==> config.mk <==
export PLATFORM = sky130hd
export DESIGN_NAME = apb_rr_arbiter
export DESIGN_NICKNAME = d
export VERILOG_FILES = /design/src/rtl/apb_arb_pkg.sv /design/src/rtl/rr_priority_picker.sv /design/src/rtl/apb_rr_arbiter.sv
export SDC_FILE = /design/constraint.sdc
export NUM_CORES = 1
export LEC_CHECK = 0
export ABC_AREA = 1
export CAP_MARGIN = 25
export CORE_UTILIZATION = 44
export CTS_CLUSTER_DIAMETER = 50
export DETAILED_ROUTE_END_ITERATION = 8
export GPL_ROUTABILITY_DRIVEN = 0
export GPL_TIMING_DRIVEN = 0
export PLACE_DENSITY = 0.89
export SLEW_MARGIN = 40
export SYNTH_ARGS = -nofsm -noshare
export SYNTH_HDL_FRONTEND = slang
export SYNTH_SLANG_ARGS = --single-unit
==> constraint.sdc <==
create_clock -name Pclk -period 1.6 [get_ports Pclk]
set_input_delay 0.32 -clock Pclk [delete_from_list [all_inputs] [get_ports Pclk]]
set_output_delay 0.32 -clock Pclk [all_outputs]
set_load 0.005 [all_outputs]
==> src/rtl/apb_arb_pkg.sv <==
// Shared types and constants for the APB round-robin arbiter.
// Defines the arbiter state encoding, the bus field widths and the timeout counter width.
package apb_arb_pkg;

    localparam int unsigned ADDR_W = 4;
    localparam int unsigned DATA_W = 8;

    typedef enum logic [1:0] {
        StIdle,
        StIssue,
        StWait,
        StResp
    } arb_state_e;

    // Counter holds 0..TIMEOUT-1; keep at least one bit so a disabled timeout stays legal.
    function automatic int unsigned cnt_width(input int unsigned timeout);
        if (timeout <= 2) begin
            return 1;
        end
        return $clog2(timeout);
    endfunction

endpackage

==> src/rtl/rr_priority_picker.sv <==
// Combinational round-robin picker: first set request searching upward from last_i+1 with wrap.
// Produces a one-hot grant, its index and an any-request flag.
module rr_priority_picker #(
    parameter  int unsigned NREQ = 2,
    localparam int unsigned IdxW = (NREQ > 1) ? $clog2(NREQ) : 1
) (
    input  logic [NREQ-1:0] req_i,
    input  logic [IdxW-1:0] last_i,
    output logic [NREQ-1:0] gnt_o,
    output logic [IdxW-1:0] gnt_idx_o,
    output logic            valid_o
);

    int unsigned     cand;
    logic [IdxW-1:0] cand_idx;

    always_comb begin
        gnt_o     = '0;
        gnt_idx_o = '0;
        valid_o   = 1'b0;
        cand      = 0;
        cand_idx  = '0;
        for (int unsigned k = 1; k <= NREQ; k++) begin
            cand     = (int'(last_i) + k) % NREQ;
            cand_idx = IdxW'(cand);
            if (!valid_o && req_i[cand_idx]) begin
                valid_o         = 1'b1;
                gnt_o[cand_idx] = 1'b1;
                gnt_idx_o       = cand_idx;
            end
        end
    end

endmodule

==> src/rtl/apb_rr_arbiter.sv <==
// Round-robin arbiter sharing one APB master among NREQ requesters, one non-pipelined
// transfer at a time, with per-transfer timeout abort and a one-cycle acknowledge.
module apb_rr_arbiter
    import apb_arb_pkg::*;
#(
    parameter int unsigned NREQ    = 2,
    parameter int unsigned TIMEOUT = 16
) (
    input  logic                   Pclk,
    input  logic                   Presetn,
    input  logic [NREQ-1:0]        req_valid,
    input  logic [ADDR_W*NREQ-1:0] req_addr,
    input  logic [DATA_W*NREQ-1:0] req_wdata,
    input  logic [NREQ-1:0]        req_wr,
    output logic [NREQ-1:0]        req_ack,
    output logic [DATA_W-1:0]      req_rdata,
    output logic                   req_err,
    output logic [ADDR_W-1:0]      m_addr,
    output logic [DATA_W-1:0]      m_datain,
    output logic                   m_wr,
    output logic                   m_newd,
    input  logic [DATA_W-1:0]      m_dataout,
    input  logic                   Psel,
    input  logic                   Penable,
    input  logic                   Pready
);

    localparam int unsigned     IdxW      = (NREQ > 1) ? $clog2(NREQ) : 1;
    localparam int unsigned     CntW      = cnt_width(TIMEOUT);
    localparam bit              TimeoutEn = (TIMEOUT != 0);
    localparam logic [CntW-1:0] CntLast   = TimeoutEn ? CntW'(TIMEOUT - 1) : '0;

    arb_state_e        state_q, state_d;
    logic [NREQ-1:0]   grant_q, grant_d;
    logic [IdxW-1:0]   gidx_q, gidx_d;
    logic [IdxW-1:0]   last_q, last_d;
    logic [NREQ-1:0]   ack_q, ack_d;
    logic [DATA_W-1:0] rdata_q, rdata_d;
    logic              err_q, err_d;
    logic [ADDR_W-1:0] addr_q, addr_d;
    logic [DATA_W-1:0] wdata_q, wdata_d;
    logic              wr_q, wr_d;
    logic [CntW-1:0]   cnt_q, cnt_d;

    logic [NREQ-1:0]   pick_gnt;
    logic [IdxW-1:0]   pick_idx;
    logic              pick_valid;
    logic [ADDR_W-1:0] addr_arr  [NREQ];
    logic [DATA_W-1:0] wdata_arr [NREQ];
    logic              xfer_done;
    logic              stall;
    logic              timeout_hit;

    for (genvar g = 0; g < NREQ; g++) begin : g_unpack
        assign addr_arr[g]  = req_addr[g*ADDR_W +: ADDR_W];
        assign wdata_arr[g] = req_wdata[g*DATA_W +: DATA_W];
    end

    rr_priority_picker #(
        .NREQ (NREQ)
    ) u_picker (
        .req_i     (req_valid),
        .last_i    (last_q),
        .gnt_o     (pick_gnt),
        .gnt_idx_o (pick_idx),
        .valid_o   (pick_valid)
    );

    assign xfer_done   = Psel & Penable & Pready;
    assign stall       = Psel & Penable & ~Pready;
    assign timeout_hit = TimeoutEn && stall && (cnt_q == CntLast);

    always_comb begin
        state_d = state_q;
        grant_d = grant_q;
        gidx_d  = gidx_q;
        last_d  = last_q;
        ack_d   = '0;
        rdata_d = rdata_q;
        err_d   = err_q;
        addr_d  = addr_q;
        wdata_d = wdata_q;
        wr_d    = wr_q;
        cnt_d   = cnt_q;
        m_newd  = 1'b0;

        unique case (state_q)
            StIdle: begin
                if (pick_valid) begin
                    grant_d = pick_gnt;
                    gidx_d  = pick_idx;
                    addr_d  = addr_arr[pick_idx];
                    wdata_d = wdata_arr[pick_idx];
                    wr_d    = req_wr[pick_idx];
                    state_d = StIssue;
                end
            end
            StIssue: begin
                m_newd  = 1'b1;
                state_d = StWait;
            end
            StWait: begin
                // Holding newd keeps the master in Enable; dropping it returns the master to idle.
                m_newd = ~xfer_done & ~timeout_hit;
                if (TimeoutEn && stall) begin
                    cnt_d = cnt_q + 1'b1;
                end
                if (xfer_done) begin
                    rdata_d = wr_q ? '0 : m_dataout;
                    err_d   = 1'b0;
                    ack_d   = grant_q;
                    cnt_d   = '0;
                    state_d = StResp;
                end else if (timeout_hit) begin
                    rdata_d = '0;
                    err_d   = 1'b1;
                    ack_d   = grant_q;
                    cnt_d   = '0;
                    state_d = StResp;
                end
            end
            StResp: begin
                last_d  = gidx_q;
                rdata_d = '0;
                err_d   = 1'b0;
                state_d = StIdle;
            end
            default: state_d = StIdle;
        endcase
    end

    always_ff @(posedge Pclk or negedge Presetn) begin
        if (!Presetn) begin
            state_q <= StIdle;
            grant_q <= '0;
            gidx_q  <= '0;
            last_q  <= IdxW'(NREQ - 1);
            ack_q   <= '0;
            rdata_q <= '0;
            err_q   <= 1'b0;
            addr_q  <= '0;
            wdata_q <= '0;
            wr_q    <= 1'b0;
            cnt_q   <= '0;
        end else begin
            state_q <= state_d;
            grant_q <= grant_d;
            gidx_q  <= gidx_d;
            last_q  <= last_d;
            ack_q   <= ack_d;
            rdata_q <= rdata_d;
            err_q   <= err_d;
            addr_q  <= addr_d;
            wdata_q <= wdata_d;
            wr_q    <= wr_d;
            cnt_q   <= cnt_d;
        end
    end

    assign req_ack   = ack_q;
    assign req_rdata = rdata_q;
    assign req_err   = err_q;
    assign m_addr    = addr_q;
    assign m_datain  = wdata_q;
    assign m_wr      = wr_q;

endmodule

### Word-level counts from Yosys, hierarchy flattened

Cells that the tools add are included.

* bits in registers: 34
* input port bits: 41
* output and inout port bits: 25
* word-level logic and storage cells: 87

* add/subtract/negate cells: 3
* magnitude comparators: 6
* equality and inequality tests: 6
* multiplexer cells: 40
* bitwise logic cells: 9
* reductions and logical operators: 12

Operators with widths (count)
* $mux 8: 6
* $mux 4: 6
* $mux 2: 8
* $pmux 8 s2: 1
* $mux 1: 14
* $pmux 2 s4: 1
* $reduce_and 2->1: 4
* $lt 1x2->1 const B: 3
* $add 4x1->4 const B: 1
* $and 1x1->1: 4
* $eq 2x2->1 const B: 2
* $eq 4x4->1 const B: 1
* $logic_and 1x1->1: 4
* $pmux 1 s2: 2
* $ne 3x3->1 const B: 1
* $not 1->1: 3
* $reduce_bool 3->1: 1
* $add 1x1->1 const B: 2
* $demux 1 s1: 2
* $eq 2x1->1 const B: 1
* $ge 1x1->1 const B: 2
* $ge 2x2->1 const B: 1
* $logic_not 2->1: 1
* $ne 2x2->1 const B: 1
* other kinds (4): 4

### Logic depth before layout (Yosys ltp)

Gate-level depths: netlist of the first run.

* depth in word-level cells: 11
* depth in mapped cells: 8
* depth with buffers taken out: 8

### Cells and area by module

A second synthesis of the first run with hierarchy kept.

* cells, all modules: 210
* area total of the unflattened synthesis: 1685.4 sq um

By module, submodules not included
* apb_rr_arbiter: instances 1, cells an instance 203, area an instance 1654.1 sq um, seq. area each 852.1 sq um
* rr_priority_picker: instances 1, cells an instance 7, area an instance 31.3 sq um, seq. area each 0.0 sq um

### Worst setup path before layout of the first run

Ideal clock, no wire load.

* kind: reg2out
* from: register cnt_q[0]
* to: output port m_newd
* data arrival time: 1.083 ns
* slack: 0.197 ns
* cell stages (with the launch flop): 7
* cell sequence: dfrtp_1 > ha_1 > nand2_1 > nand2_1 > nand3_1 > nand2_1 > a21boi_0

* word-level cells in the longest chain between the ends: 5

RTL lines
* start: declaration: line apb_rr_arbiter.sv:43 `logic [CntW-1:0] cnt_q, cnt_d;`
* start signal: assignment: line apb_rr_arbiter.sv:156 `cnt_q <= cnt_d;`
* $eq 4x4->1: line apb_rr_arbiter.sv:71 `assign timeout_hit = TimeoutEn && stall && (cnt_q == CntLast);`
* $logic_and 1x1->1: line apb_rr_arbiter.sv:71
* $not 1->1: line apb_rr_arbiter.sv:104 `m_newd = ~xfer_done & ~timeout_hit;`
* $and 1x1->1: line apb_rr_arbiter.sv:104
* $pmux 1 s2: line apb_rr_arbiter.sv:87 `unique case (state_q)`
* end: declaration: line apb_rr_arbiter.sv:21 `output logic m_newd,`

Every way passes these cells.

### Worst setup path in the final report of the first run

Same ends and word-level chain as after synthesis.

==> results of run 1 <==
==> through the flow <==
| stage | setup slack (ns) | utilization (%) | cells | TNS, ns | hold WS (ns) |
|---|---|---|---|---|---|
| after floorplan | 0.197 | - | 207 | 0 | 0.0244 |
| after global placement | -0.655 | 65.6 | 320 | -18.00 | 0.467 |
| after detailed placement | -0.660 | 66.2 | 321 | -1.26 | 0.247 |
| after CTS | -0.103 | 70.1 | 334 | -0.103 | 0.479 |
| after global routing | -0.169 | 70.6 | 336 | -0.235 | 0.502 |
| final | -0.0821 | 70.6 | 336 | -0.0821 | 0.478 |
==> placed cells by master, fill, tap and decap left out, types with 2 or more instances in the layout <==
cell and instances:
a21oi_1 2, a31oi_1 12, buf_2 2, buf_4 8, buf_6 2, clkbuf_8 6, clkdlybuf4s50_1 62, dfrtp_1 33
ha_1 4, ha_2 2, inv_1 16, inv_2 6, nand2_1 61, nand2_2 7, nand3_1 15, nand3_2 2
nor2_1 27, nor2_8 2, o21ai_0 4, o21ai_1 2
==> cells in the mapped netlist, types with 3 or more instances <==
library cell / number
nand3_1: 16
nor2_1: 27
o21ai_0: 4
nand2_1: 65
nand2_2: 3
inv_2: 4
dfrtp_1: 33
ha_1: 6
inv_1: 18
a31oi_1: 12
==> cell families (layout without fill, tap and decap cells) <==
kind of cell               after synthesis  in the layout  synth area share, %
and+or+nand+nor                        118            118                 31.3
buffers and inverters                   27            108                 7.24
adders and majority gates                6              6                 4.34
DFF                                     34             34                 49.3
AOI/OAI and AO/OA                       22             22                 7.82
==> final timing paths <==
check	startpoint	slack, ns	endpoint
max reg2reg	state_q[1]$_DFFE_PN0P_	0.07	m_datain[4]$_DFFE_PN0P_
min reg2reg	gidx_q$_DFFE_PN0P_	0.48	last_q$_DFFE_PN1P_
min in group Pclk	gidx_q$_DFFE_PN0P_	0.48	last_q$_DFFE_PN1P_
max	cnt_q[0]$_DFFE_PN0P_	-0.08	m_newd
max in group asynchronous	Presetn	0.70	gidx_q$_DFFE_PN0P_
min	Presetn	0.48	cnt_q[2]$_DFFE_PN0P_
==> metal layers <==
layer / up-vias / share of wire, % / GRT usage, %
met4: 0 / 0.96 / 7.50
met1: 757 / 41 / 22.8
met2: 64 / 49 / 37.8
met5: - / 0 / 0
li1: 820 / - / -
met3: 6 / 8.4 / 7.39
==> registers in the layout, summed over array words and instances (netlist names) <==
register	cells
m_datain	8
req_rdata	8
cnt_q	4
m_addr	4
grant_q	2
req_ack	2
state_q	2
gidx_q	1
last_q	1
m_wr	1
req_err	1
==> cell type report <==
type / instances / share of cell area (%)
tap: 48 / 2.29
clock inverter: 1 / 0.191
inverter: 22 / 3.15
timing repair buffer: 73 / 27.5
multi-input combinational: 146 / 29.4
sequential: 34 / 32.5
buffer: 5 / 1.72
clock buffer: 7 / 3.29
==> timing repair <==
item,in CTS,in global routing
hold endpoints to repair,11,0
cloned,0,0
buffers inserted,4,2
pin swaps,4,4
hold buffers,1,0
endpoints found under the setup margin,1,10
gates resized for setup,14,2
==> power by group <==
part           switching, mW  internal (mW)  total (mW)
logic                  0.888          0.951        1.84
clock network          0.289          0.347       0.635
registers              0.198           1.20        1.40
==> qor.csv, run 1 <==
metric;value;unit
via count;1647;
maxcap violations;0;
Avg Cell Area, Syn;8.35;um2
DP Area;2460;um2
most used cell, CP;nand2_2;
Crit Path Category;register to output pin;
post-synthesis register bit count;34;
Fill cells;290;
crit path DAT;1.36;ns
Worst EP required;1.28;ns
htree depth;2;
Worst path depth;7;
synthesized area;1730;um2
width of the die;64.7;um
area share of the largest cell type after synthesis;47.8;%
clock latency on the worst-skew pair;0.28;ns
yosys warns;0;
startpoint types;register;
Die Y;64.7;um
DR WL/cell;11.8;um
Die ar.;4180;um2
Synth area leader;dfrtp_1;
Boundary Pins;66;
CTS tree;done;
top cells by area, synth;dfrtp_1, nand2_1, nor2_1;
syn nets;254;
core area;3720;um2
Largest stage delay, worst path;0.40;ns
share of synthesized flip-flops with an asynchronous set or reset;100;%
multi-input logic area;771;um2
first-pass iteration count of the detailed router;4;
fin crit period;1.68;ns
Slew HR;76.2;%
Starting DRT DRC Count;88;
Power Dens Cells;1480;nW/um2
global-route wire length before repair;6730;um
outcome;finished, violations left;
largest net degree at the start of global routing;23;
Worst Path Buf+Inv;1;
crit path max fanout;2;
Slew Limit Fails;0;
HP Class;primary input to async pin;
cts bufs inserted;5;
Worst R2R Path Depth;6;
maximum vdd ir drop;798;uV
IO buf count;65;
setup ws final;-0.0821;ns
Final nets;334;
Final setup viols;1;
hold violation count in the final report;0;
top_reg_cell synth;dfrtp_1;
area grow syn2layout;51.8;%
HPWL after DPL;2960;um
Starting Density;46.5;%
worst-path cell chain;ha_2, nand2_2, nand2_2, nand3_2, nand2_2, a21boi_1, buf_2;
crit end category;output pin;
vias in the first global route;1584;
layout cells sized above 1;16.0;%
clock root cell;clkbuf_8;
register area;852;um2
post-synth cell types;24;
ant diodes;0;
Crit-path slowest cell;dfrtp_1;
WL final;3960;um
Vias per Instance;4.90;
failing checks;negative setup slack;
initial antenna violation count;0;
Tot GR Track Use;21.1;%
Post-DRT Antenna Nets;0;
number of flops mapped to enable cells by yosys;0;
Tot Pwr;3.87;mW
Leak;1.26;nW
worst slew pin tran;0.357;ns
clk slew on worst S/H paths;0.07;ns
Residual DRC;0;
Final period util;105;%
Syn Inst Count;207;
delay-heaviest family, CP;flip-flops;
Longest Clk Path Bufs;2;
RSZ-0062 raised after global routing;true;
Achievable Freq;0.595;GHz
sequential area share after synthesis;49.3;%
clock sink total;34;
Remaining Overflow, GRT;0;
final instance area;2620;um2
Site Rows;22;
skew final;0.00614;ns
Note: power is estimated with default switching activity, not from simulation.
==> inputs of run 2 (changes only) <==
--- a/config.mk
+++ b/config.mk
@@ -7,12 +7,13 @@
 export LEC_CHECK = 0
 export ABC_AREA = 1
 export CAP_MARGIN = 25
+export CORE_ASPECT_RATIO = 1.1
 export CORE_UTILIZATION = 44
 export CTS_CLUSTER_DIAMETER = 50
 export DETAILED_ROUTE_END_ITERATION = 8
 export GPL_ROUTABILITY_DRIVEN = 0
 export GPL_TIMING_DRIVEN = 0
-export PLACE_DENSITY = 0.89
+export PLACE_DENSITY_LB_ADDON = 0.12
 export SLEW_MARGIN = 40
 export SYNTH_ARGS = -nofsm -noshare
 export SYNTH_HDL_FRONTEND = slang
==> run 2 against run 1 <==
  * Setup slack got worse by 0.015 ns
  * Non-clock buffer count rose by 1
  * Clock-buffer cell count did not move
  * First-iteration DRC count fell by 9.1%
  * Critical path type unchanged
  * Flip-flop and latch count did not move
  * Global-route usage fell by 0.71 points
  * Sequential share of layout area fell by 0.093 points
  * Core utilization rose by 0.27 points
  * The run still ends with negative setup slack left
  * Die area barely moved
  * Clock power rose by 2%
==> qor.csv, run 2 (same netlist as run 1, synthesis figures left out) <==
metric;value;unit;change
RSZ-0062 raised after global routing;true;;unchanged
Slew Limit Fails;0;;unchanged
Crit Path Category;register to output pin;;unchanged
first-pass iteration count of the detailed router;5;;was 4
Site Rows;23;;was 22
Vias per Instance;4.71;;was 4.90
Die Y;67.7;um;was 64.7 um
Power Dens Cells;1470;nW/um2;was 1480 nW/um2
HPWL after DPL;2790;um;was 2960 um
hold violation count in the final report;0;;unchanged
Slew HR;79.8;%;was 76.2%
Longest Clk Path Bufs;2;;unchanged
outcome;finished, violations left;;unchanged
CTS tree;done;;unchanged
setup tns final;-0.0971;ns;was -0.0821 ns
WL final;3840;um;was 3960 um
Die ar.;4180;um2;about the same
via count;1596;;was 1,647
hold_ws;0.459;ns;was 0.478 ns
clock latency on the worst-skew pair;0.28;ns;about the same
failing checks;negative setup slack;;unchanged
Leak;1.27;nW;was 1.26 nW
cts bufs inserted;5;;unchanged
setup ws final;-0.0971;ns;was -0.0821 ns
Tot GR Track Use;20.4;%;was 21.1%
clock sink total;34;;unchanged
maximum vdd ir drop;876;uV;was 798 uV
global-route wire length before repair;6130;um;was 6730 um
fin crit period;1.70;ns;was 1.68 ns
Worst EP required;1.28;ns;about the same
most frequent cells in the layout;nand2_1, clkdlybuf4s50_1, dfrtp_1;;was clkdlybuf4s50_1, nand2_1, dfrtp_1
HP Class;primary input to async pin;;unchanged
Boundary Pins;66;;unchanged
skew final;0.00397;ns;was 0.00614 ns
vias in the first global route;1435;;was 1,584
startpoint types;register;;unchanged
Achievable Freq;0.589;GHz;was 0.595 GHz
htree depth;2;;unchanged
Post-DRT Antenna Nets;0;;unchanged
clock root cell;clkbuf_8;;unchanged
Remaining Overflow, GRT;0;;unchanged
DR WL/cell;11.3;um;was 11.8 um
IO buf count;65;;unchanged
maxcap violations;0;;unchanged
largest net degree at the start of global routing;25;;was 23
Final setup viols;1;;unchanged
worst slew pin tran;0.303;ns;was 0.357 ns
width of the die;61.8;um;was 64.7 um
ant diodes;0;;unchanged
post-layout util;70.9;%;was 70.6%
crit path max fanout;2;;unchanged
clk slew on worst S/H paths;0.07;ns;about the same
Final period util;106;%;was 105%
crit path DAT;1.38;ns;was 1.36 ns
Residual DRC;0;;unchanged
area grow syn2layout;52.3;%;was 51.8%
initial antenna violation count;0;;unchanged
core area;3710;um2;was 3720 um2
Final nets;335;;was 334
layout cells sized above 1;15.9;%;was 16.0%
crit end category;output pin;;unchanged
Starting DRT DRC Count;80;;was 88
Starting Density;46.5;%;about the same
## run 2: cell count changes in the layout (fill, tap and decap cells not counted), sizes merged
cell / delta
buf: +1
## run 2: where the power goes
group          total (mW)  switching (mW)  internal [mW]  leakage, nW
registers            1.40           0.197           1.20        0.419
logic                1.82           0.859          0.960        0.802
clock network       0.646           0.299          0.347       0.0482
total                3.86            1.35           2.51         1.27
## run 2: area by class of cell
cell class | count | area [um2]
Fill cell | 293 | 1080
Sequential cell | 34 | 852
Multi-Input combinational cell | 146 | 768
Timing Repair Buffer | 74 | 729
Clock buffer | 7 | 86.3
Inverter | 22 | 82.6
Tap cell | 50 | 62.6
Buffer | 5 | 45.0
Clock inverter | 1 | 5.00
## run 2: repair_timing
action,CTS,global route
pin swaps,5,4
gates resized for setup,13,2
hold buffers,1,0
endpoints found under the hold margin,10,0
endpoints found under the setup margin,1,9
buffers inserted,4,3
## run 2: stage by stage
step	total power, mW	instance area, um2	worst slack (ns)	instances
after floorplan	2.34	1730	0.197	207
after global placement	3.10	2440	-0.647	322
after detailed placement	3.14	2460	-0.666	323
after CTS	3.85	2600	-0.0983	336
after global routing	4.19	2630	-0.138	339
final	3.86	2630	-0.0971	339
## run 2: final timing paths
check | startpoint | end | slack (ns) | depth (start not counted)
max | cnt_q[0]$_DFFE_PN0P_ | m_newd | -0.1 | 7
min | Presetn | cnt_q[3]$_DFFE_PN0P_ | 0.46 | 2
max reg2reg | state_q[1]$_DFFE_PN0P_ | m_datain[6]$_DFFE_PN0P_ | 0.08 | 6
min reg2reg | gidx_q$_DFFE_PN0P_ | last_q$_DFFE_PN1P_ | 0.49 | 2
max in group asynchronous | Presetn | last_q$_DFFE_PN1P_ | 0.66 | 3
min in group Pclk | gidx_q$_DFFE_PN0P_ | last_q$_DFFE_PN1P_ | 0.49 | 2
## run 2: routing by layer
layer | part of all wire (%) | GRT usage [%]
met5 | 0 | 0
met4 | 3.1 | 10.8
met3 | 6.1 | 5.75
met2 | 49 | 34.4
met1 | 42 | 22.9
## run 2: worst max-delay path, cell delays in order, from the launching register on
cell and delay [ns]:
dfrtp_1 0.40, ha_2 0.20, nand2_2 0.06, nand2_2 0.06, nand3_2 0.08, nand2_2 0.06
a21boi_1 0.12, buf_2 0.12
==> inputs of run 3 (changes only) <==
--- a/config.mk
+++ b/config.mk
@@ -8,6 +8,7 @@
 export ABC_AREA = 1
 export CAP_MARGIN = 25
 export CORE_ASPECT_RATIO = 1.1
+export CORE_MARGIN = 2
 export CORE_UTILIZATION = 44
 export CTS_CLUSTER_DIAMETER = 50
 export DETAILED_ROUTE_END_ITERATION = 8
==> run 3 against run 2 <==
  * The flow finishes with violations (negative hold slack, negative setup slack)
  * Clock-buffer cell count decreased by 1
  * Die area increased by 6.3%
  * Global-route usage decreased by 0.50 points
  * Critical path depth unchanged
  * Maximum frequency decreased by 0.51%
  * Setup slack got worse by 0.0087 ns
  * Total power increased by 9.1%
  * Via count increased by 3.0%
  * Largest cell class unchanged
  * Highest routed layer unchanged
==> qor.csv, run 3 (same netlist as run 1, synthesis figures left out) <==
metric;value;unit;change
outcome;finished, violations left;;unchanged
failing checks;negative hold slack, negative setup slack;;was negative setup slack
clock latency on the worst-skew pair;0.28;ns;about the same
maxcap violations;0;;unchanged
Post-DRT Antenna Nets;0;;unchanged
Flop pwr share;33.0;%;was 36.2%
WL final;4100;um;was 3840 um
Starting Density;46.5;%;unchanged
DR WL/cell;12.1;um;was 11.3 um
Tot Pwr;4.21;mW;was 3.86 mW
width of the die;63.8;um;was 61.8 um
Slew Limit Fails;0;;unchanged
ant diodes;0;;unchanged
worst reg2reg endpoint;req_rdata[7]$_DFFE_PN0P_;;was m_datain[6]$_DFFE_PN0P_
global-route wire length before repair;6960;um;was 6130 um
fin crit period;1.71;ns;was 1.70 ns
Achievable Freq;0.586;GHz;was 0.589 GHz
Vias per Instance;4.85;;was 4.71
most frequent cells in the layout;clkdlybuf4s50_1, nand2_1, dfrtp_1;;was nand2_1, clkdlybuf4s50_1, dfrtp_1
most used cell, CP;nand2_2;;unchanged
crit path max fanout;4;;was 2
Fill cells;279;;was 293
Boundary Pins;66;;unchanged
Site Rows;23;;unchanged
core area;3710;um2;unchanged
layout cells sized above 1;18.3;%;was 15.9%
largest net degree at the start of global routing;21;;was 25
clock sink total;34;;unchanged
initial antenna violation count;0;;unchanged
area grow syn2layout;56.5;%;was 52.3%
HP Class;primary input to async pin;;unchanged
Clock Power Share;23.2;%;was 16.7%
hold_ws;-0.00820;ns;was 0.459 ns
fin cells;339;;unchanged
launch point of the worst reg-to-reg path;state_q[0]$_DFFE_PN0P_;;was state_q[1]$_DFFE_PN0P_
switching share of power;33.1;%;was 35.1%
setup ws final;-0.106;ns;was -0.0971 ns
internal power;2.82;mW;was 2.51 mW
pre-CTS setup slack;-0.646;ns;was -0.666 ns
Comb power frac;43.7;%;was 47.1%
post-placement cell count;323;;unchanged
Final setup viols;1;;unchanged
most common cell after layout, fill and taps aside;clkdlybuf4s50_1;;
crit end category;output pin;;unchanged
Largest stage delay, worst path;0.39;ns;was 0.40 ns
Leak;1.29;nW;was 1.27 nW
skew final;0.00606;ns;was 0.00397 ns
CTS tree;done;;unchanged
sw power;1.39;mW;was 1.35 mW
r2r setup slk;0.09;ns;was 0.08 ns
Final nets;335;;unchanged
first-pass iteration count of the detailed router;4;;was 5
Power Dens Cells;1560;nW/um2;was 1470 nW/um2
Remaining Overflow, GRT;0;;unchanged
vias in the first global route;1633;;was 1,435
IO buf count;65;;unchanged
worst-path cell chain;ha_2, nand2_2, nand2_2, nand3_2, nand2_2, a21boi_1, buf_2;;unchanged
Residual DRC;0;;unchanged
via count;1644;;was 1,596
maximum vdd ir drop;929;uV;was 876 uV
register area;852;um2;unchanged
HPWL after DPL;2950;um;was 2790 um
startpoint types;register;;unchanged
hold buffer count at CTS;0;;was 1
Worst R2R Path Depth;8;;was 6
Crit Path Category;register to output pin;;unchanged
crit path DAT;1.39;ns;was 1.38 ns
clock root cell;clkbuf_8;;unchanged
Final period util;107;%;was 106%
worst slew pin tran;0.491;ns;was 0.303 ns
Die ar.;4440;um2;was 4180 um2
hold violation count in the final report;19;;was 0
clk slew on worst S/H paths;0.07;ns;about the same
multi-input logic area;792;um2;was 768 um2
Die Y;69.7;um;was 67.7 um
RSZ-0062 raised after global routing;true;;unchanged
Slew HR;67.2;%;was 79.8%
Worst EP required;1.28;ns;about the same
Longest Clk Path Bufs;2;;unchanged
htree depth;2;;unchanged
Starting DRT DRC Count;64;;was 80
Tot GR Track Use;19.9;%;was 20.4%
Crit-path slowest cell;dfrtp_1;;unchanged
cts bufs inserted;5;;unchanged
## run 3: timing repair
item	CTS	global route
cloned	0	1
buffers inserted	5	3
setup endpoints to repair	1	15
pin swaps	4	7
gates resized for setup	14	8
## run 3: cell type report
| type | instances | share of cell area (%) |
|---|---|---|
| Inverter | 22 | 3.05 |
| Clock buffer | 6 | 3.05 |
| Buffer | 5 | 1.67 |
| Multi-Input combinational cell | 146 | 29.3 |
| Timing Repair Buffer | 74 | 26.9 |
| Sequential cell | 34 | 31.5 |
| Tap cell | 50 | 2.31 |
| Clock inverter | 2 | 2.22 |
## run 3: worst max path at each step
stage	to	from	slack, ns	cells past startpoint
2_1_floorplan	m_newd	cnt_q[0]$_DFFE_PN0P_	0.20	6
3_3_place_gp	m_newd	Pready	-0.64	7
3_5_place_dp	m_newd	Pready	-0.65	7
4_1_cts	m_newd	cnt_q[0]$_DFFE_PN0P_	-0.11	7
5_1_grt	m_newd	cnt_q[0]$_DFFE_PN0P_	-0.17	7
6_report	m_newd	cnt_q[0]$_DFFE_PN0P_	-0.11	7
## run 3: power by group through the flow
stage	Clock [mW]	Combinational, mW	Sequential [mW]
after global placement	0	1.70	1.40
after global routing	1.03	2.04	1.43
after CTS	0.996	1.81	1.39
after floorplan	0	0.947	1.39
after detailed placement	0	1.75	1.40
final	0.979	1.84	1.39
## run 3: worst max-delay path, delay by kind of cell (launching register included)
kind | cells | cell delay, ns
compound gates | 1 | 0.12
flops | 1 | 0.39
fa+ha+maj | 1 | 0.20
simple gates | 4 | 0.26
buf+inv | 1 | 0.12
## run 3: layer usage
layer	vias up	global-route usage [%]	share of wire, %
met4	0	7.49	0.90
met2	59	36.4	53
met1	758	21.0	40
met5	-	0	0
met3	4	6.17	6.1
li1	823	-	-
## run 3: stage by stage
step                      setup TNS [ns]  instance area (um2)  utilization [%]
after global routing              -0.175                 2700             72.8
after global placement            -18.63                 2440             65.8
after floorplan                        0                 1730                -
final                             -0.106                 2700             72.8
after detailed placement           -1.13                 2460             66.4
after CTS                         -0.114                 2660             71.6
==> RTL change 1 (config.mk and constraints of run 1) <==
Re-encode `arb_state_e` (4 states) as one-hot, 4 bits wide.
--- a/src/rtl/apb_arb_pkg.sv
+++ b/src/rtl/apb_arb_pkg.sv
@@ -5,11 +5,11 @@
     localparam int unsigned ADDR_W = 4;
     localparam int unsigned DATA_W = 8;
 
-    typedef enum logic [1:0] {
-        StIdle,
-        StIssue,
-        StWait,
-        StResp
+    typedef enum logic [3:0] {
+        StIdle  = 4'b0001,
+        StIssue = 4'b0010,
+        StWait  = 4'b0100,
+        StResp  = 4'b1000
     } arb_state_e;
 
     // Counter holds 0..TIMEOUT-1; keep at least one bit so a disabled timeout stays legal.
Behaviour: no difference found for any inputs over 10 cycles, from zero or initial values and one cycle with Presetn low; not proved beyond that.
==> RTL change 1 against run 1 <==
  * The run still ends with negative setup slack left
  * Count of clock-buffer cells in the layout unchanged
  * Design area grew 6.2%
  * Synthesized area grew 7.0%
  * Routed wire length up 7.7%
  * Clock power rose by 37%
  * Sequential cell count increased by 2
  * Worst setup slack improved by 0.0099 ns
  * Power down 1.1%
  * Largest cell class unchanged
==> RTL change 1: results (changes against run 1) <==
Worst hold path
  – Worst Hold Class: input pin to async pin (unchanged)

Routing
  – TritonRoute pass-1 iters: 4 (unchanged)
  – DR WL/cell: 11.7 um (was 11.8 um)
  – Iter 0 DRT Violations: 90 (was 88)
  – Detailed-route via count: 1766 (was 1647)

STA
  – Worst-margin pin slew: 0.357 ns (about the same)
  – Final Skew: 0.00368 ns (was 0.00614 ns)
  – Setup TNS: -0.0721 ns (was -0.0821 ns)
  – Setup WS post-layout: -0.0721 ns (was -0.0821 ns)
  – Final Setup Violations: 1 (unchanged)

Power and ir drop
  – Leak: 1.39 nW (was 1.26 nW)
  – Worst vdd ir: 1.09 mV (was 0.798 mV)

Global routing
  – Gr usage total: 0.208 (was 0.211)
  – Grt ovf: 0 (unchanged)
  – Vias in the first global route: 1607 (was 1584)
  – Met1 usage: 0.234 (was 0.228)
  – First-pass GRT wire length: 6830 um (was 6730 um)
  – GR Util met2: 0.374 (was 0.378)
  – Initial antenna violation count: 0 (unchanged)
  – Grt met3 use: 0.0394 (was 0.0739)
  – Largest net degree at the start of global routing: 24 (was 23)

Layout
  – # diodes: 0 (unchanged)
  – Layout cell share with drive strength beyond 1: 0.143 (was 0.160)
  – Final nets: 356 (was 334)

Synth
  – Distinct cell type count after synthesis: 24 (unchanged)
  – Synthesis warning total: 0 (unchanged)
  – Area contributors post-synth: dfrtp_1, nand2_1, o21ai_0 (was dfrtp_1, nand2_1, nor2_1)
  – FFs w/ async S/R, synth: 1.00 (unchanged)
  – Top_reg_cell synth: dfrtp_1 (unchanged)
  – Syn_nets: 275 (was 254)
  – Sequential fraction of the synthesis area: 0.489 (was 0.493)
  – Synth cell count leaders: nand2_1, dfrtp_1, o21ai_0 (was nand2_1, dfrtp_1, nor2_1)

Floorplanning
  – DIE AREA: 4460 um^2 (was 4180 um^2)

Clocking
  – Skew-Pair Late Insertion Delay: 0.29 ns
  – Clock Root Buffer: clkbuf_8 (unchanged)
  – Clock Path Buffers: 2 (unchanged)
  – Clk slew on worst S/H paths: 0.07 ns (about the same)
  – H-tree levels: 2 (unchanged)
  – CTS Buf Count: 5 (unchanged)

Placement
  – I/O Buffers: 65 (unchanged)
  – DP Wirelength: 3110 um (was 2960 um)
  – Cell Area, Placed: 2580 um^2 (was 2460 um^2)

Worst setup path
  – Worst-path fanout max: 2 (unchanged)
  – Arrival time of the worst setup path: 1.35 ns
  – Critical path launch point: cnt_q[0] (unchanged)

Outcome
  – Failing checks: negative setup slack (unchanged)
  – Status: finished with violations (unchanged)
RTL change 1: per-layer routing:
layer	part of all wire	wire length [um]	vias to the layer above
li1	-	-	896
met1	0.42	1780	823
met2	0.52	2240	39
met3	0.035	150	8
met4	0.023	99	0
met5	0	0	-
RTL change 1: cells by family after synthesis:
family / Yosys count / share of synthesized area
and+or+nand+nor: 149 / 0.366
DFF: 36 / 0.489
AOI/OAI and AO/OA: 23 / 0.0643
buffers and inverters: 23 / 0.0697
xor gates and xnor gates: 1 / 0.00474
adders and majority gates: 1 / 0.00677
RTL change 1: power breakdown:
group          total [mW]  switching, mW  internal (mW)
combinational        1.57          0.774          0.799
sequential           1.39          0.175           1.21
clock               0.869          0.319          0.550
RTL change 1: layout make-up:
type / instances / area [um^2]
well taps: 50 / 62.6
plain buffers: 7 / 68.8
fillers: 335 / 1240
clock buffers: 7 / 96.3
clock inverters: 1 / 30.0
flip-flops and latches: 36 / 903
multi-input cells: 174 / 835
repair buffers: 74 / 731
inverters: 16 / 60.1
RTL change 1: worst paths after layout:
check	to	slack [ns]	cells after the start
hold / removal	m_datain[7]	0.47	2
min in group Pclk	last_q	0.49	2
hold reg to reg	last_q	0.49	2
setup reg to reg	req_rdata[5]	0.19	9
max in group asynchronous	state_q[0]	0.63	3
setup / recovery	m_newd	-0.07	7
RTL change 1: critical path, stage by stage (launching register included):
cell and delay, ns:
dfrtp_1 0.37, ha_2 0.20, nand3_2 0.07, nand2_2 0.08
inv_2 0.04, o21ai_2 0.12, nand2_1 0.06, buf_2 0.12
RTL change 1: through the flow:
stage,setup WS [ns],std cells
2_1_floorplan,0.199,233
3_3_place_gp,-0.587,348
3_5_place_dp,-0.591,349
4_1_cts,-0.124,361
5_1_grt,-0.154,365
6_report,-0.0721,365
RTL change 1: what timing repair did:
item | CTS | global route
hold buffers | 1 | 0
pin swaps | 3 | 3
hold endpoints to repair | 12 | 0
setup endpoints to repair | 1 | 1
gates resized for setup | 10 | 1
setup buffers | 3 | 4
==> RTL change 2 (settings of run 1) <==
Without the edit above. The parameter `TIMEOUT` goes from 16 to 8.
--- a/src/rtl/apb_rr_arbiter.sv
+++ b/src/rtl/apb_rr_arbiter.sv
@@ -4,7 +4,7 @@
     import apb_arb_pkg::*;
 #(
     parameter int unsigned NREQ    = 2,
-    parameter int unsigned TIMEOUT = 16
+    parameter int unsigned TIMEOUT = 8
 ) (
     input  logic                   Pclk,
     input  logic                   Presetn,
Check against the original RTL: not equivalent (Yosys sat finds a counterexample within 10 cycles, from zero or initial values and one cycle with Presetn low).
==> RTL change 2 against run 1 <==
  * The flow still finishes with violations (negative setup slack)
  * Synthesized area increased by 6.6%
  * Largest power group unchanged
  * Routed wire length increased by 8.0%
  * Sequential cell count decreased by 1
  * Design area increased by 4.2%
  * Power increased by 1.9%
  * Critical path depth increased by 1
  * Worst setup slack got worse by 0.10 ns
  * Count of clock-buffer cells in the layout unchanged
==> RTL change 2: results (changes against run 1) <==
Outcome
  – Status: finished with violations (unchanged)
  – Failing checks: negative setup slack (unchanged)

Placement
  – Inst Count DP: 341 (was 321)
  – DP Wirelength: 3140 um (was 2960 um)
  – I/O Buffers: 64 (was 65)
  – Place WS: -0.549 ns (was -0.660 ns)

Synth
  – Sequential fraction of the synthesis area: 0.449 (was 0.493)
  – Syn_nets: 274 (was 254)
  – Top_reg_cell synth: dfrtp_1 (unchanged)
  – Synth cell count leaders: nand2_1, dfrtp_1, inv_1 (was nand2_1, dfrtp_1, nor2_1)
  – FFs w/ async S/R, synth: 1.00 (unchanged)
  – Synthesis warning total: 0 (unchanged)
  – Distinct cell type count after synthesis: 23 (was 24)
  – Synth Instances: 226 (was 207)
  – Area contributors post-synth: dfrtp_1, nand2_1, inv_1 (was dfrtp_1, nand2_1, nor2_1)

Routing
  – Iter 0 DRT Violations: 96 (was 88)
  – TritonRoute pass-1 iters: 4 (unchanged)
  – Vias per cell: 4.91 (was 4.90)
  – DR WL/cell: 12.1 um (was 11.8 um)

Worst setup path
  – FF-to-FF Start: cnt_q[1] (was state_q[1])
  – Arrival time of the worst setup path: 1.46 ns (was 1.36 ns)
  – Reg2reg path depth: 9 (was 6)
  – Crit path capture: m_newd (unchanged)
  – Reg2Reg Setup Slack: 0.08 ns
  – Worst-path fanout max: 2 (unchanged)
  – RR Endpoint: req_rdata[4] (was m_datain[4])
  – Critical path launch point: cnt_q[1] (was cnt_q[0])

Worst hold path
  – Worst Hold Class: input pin to flop (was input pin to async pin)

Clocking
  – H-tree levels: 2 (unchanged)
  – Clock Root Buffer: clkbuf_8 (unchanged)
  – Clk slew on worst S/H paths: 0.07 ns (about the same)
  – Clock Path Buffers: 2 (unchanged)
  – CTS Buf Count: 5 (unchanged)
  – Skew-Pair Late Insertion Delay: 0.28 ns (about the same)

Global routing
  – Vias in the first global route: 1607 (was 1584)
  – First-pass GRT wire length: 7000 um (was 6730 um)
  – Initial antenna violation count: 0 (unchanged)
  – Gr usage total: 0.206 (was 0.211)
  – Largest net degree at the start of global routing: 25 (was 23)

STA
  – Worst-margin pin slew: 0.448 ns (was 0.357 ns)
  – Setup WS post-layout: -0.183 ns (was -0.0821 ns)
  – Final Skew: 0.00402 ns (was 0.00614 ns)
  – Final Setup Violations: 1 (unchanged)

Power and ir drop
  – Leak: 1.33 nW (was 1.26 nW)
  – Worst vdd ir: 0.830 mV (was 0.798 mV)
  – Sw power: 1.42 mW (was 1.37 mW)

Layout
  – # diodes: 0 (unchanged)
  – Layout cell share with drive strength beyond 1: 0.177 (was 0.160)
  – Final nets: 352 (was 334)
  – Fin cells: 355 (was 336)
-- RTL change 2: worst min path at each step --
| stage | from | end | slack (ns) | depth (start not counted) |
|---|---|---|---|---|
| 2_1_floorplan | Presetn | cnt_q[0] | 0.02 | 0 |
| 4_1_cts | req_valid[1] | m_datain[6] | 0.38 | 4 |
| 3_3_place_gp | cnt_q[1] | cnt_q[1] | 0.47 | 2 |
| 6_report | req_valid[1] | m_datain[5] | 0.38 | 4 |
| 3_5_place_dp | Presetn | cnt_q[1] | 0.22 | 1 |
| 5_1_grt | req_valid[1] | m_datain[5] | 0.40 | 4 |
-- RTL change 2: final cells by class --
class	count	area [um^2]
Buffer	8	70.1
Clock buffer	7	96.3
Clock inverter	1	5.00
Fill cell	328	1260
Inverter	28	105
Multi-Input combinational cell	157	863
Sequential cell	33	827
Tap cell	50	62.6
Timing Repair Buffer	71	706
-- RTL change 2: metal layers --
metal / vias up / routed length [um] / track usage
li1: 869 / - / -
met4: 0 / 41 / 0.0505
met3: 6 / 165 / 0.0479
met5: - / 0 / 0
met2: 47 / 2210 / 0.370
met1: 822 / 1870 / 0.245
-- RTL change 2: worst max-delay path, cell delays in order, from the launching register on --
cell and delay (ns):
dfrtp_1 0.38, ha_2 0.19, ha_2 0.17, inv_2 0.04
nand2_2 0.05, nand2_2 0.06, nand2_2 0.06, a21boi_2 0.12
buf_2 0.12
-- RTL change 2: metrics by stage --
stage | setup TNS [ns] | instance area, um^2
final | -0.183 | 2740
after global routing | -0.255 | 2740
after CTS | -0.207 | 2710
after detailed placement | -0.789 | 2570
after global placement | -14.68 | 2540
after floorplan | 0 | 1840
-- RTL change 2: repair_timing --
action	CTS	global route
endpoints found under the hold margin	9	0
hold buffers	1	0
gates resized for setup	12	4
endpoints found under the setup margin	1	16
buffers inserted	3	2
pin swaps	4	2
-- RTL change 2: cells by family (layout without fill, tap and decap cells) --
logic type | count (synthesis) | count (layout) | synth area share
flops | 33 | 33 | 0.449
fa+ha+maj | 7 | 7 | 0.0476
simple gates | 130 | 130 | 0.332
buf+inv | 36 | 115 | 0.0951
compound gates | 20 | 20 | 0.0761
-- RTL change 2: power groups by stage --
stage	Clock, mW	Combinational [mW]	Sequential [mW]
global placement	0	1.77	1.34
CTS	0.704	1.89	1.34
floorplan	0	1.03	1.35
detailed placement	0	1.83	1.35
finish	0.687	1.91	1.35
global route	0.730	2.15	1.39
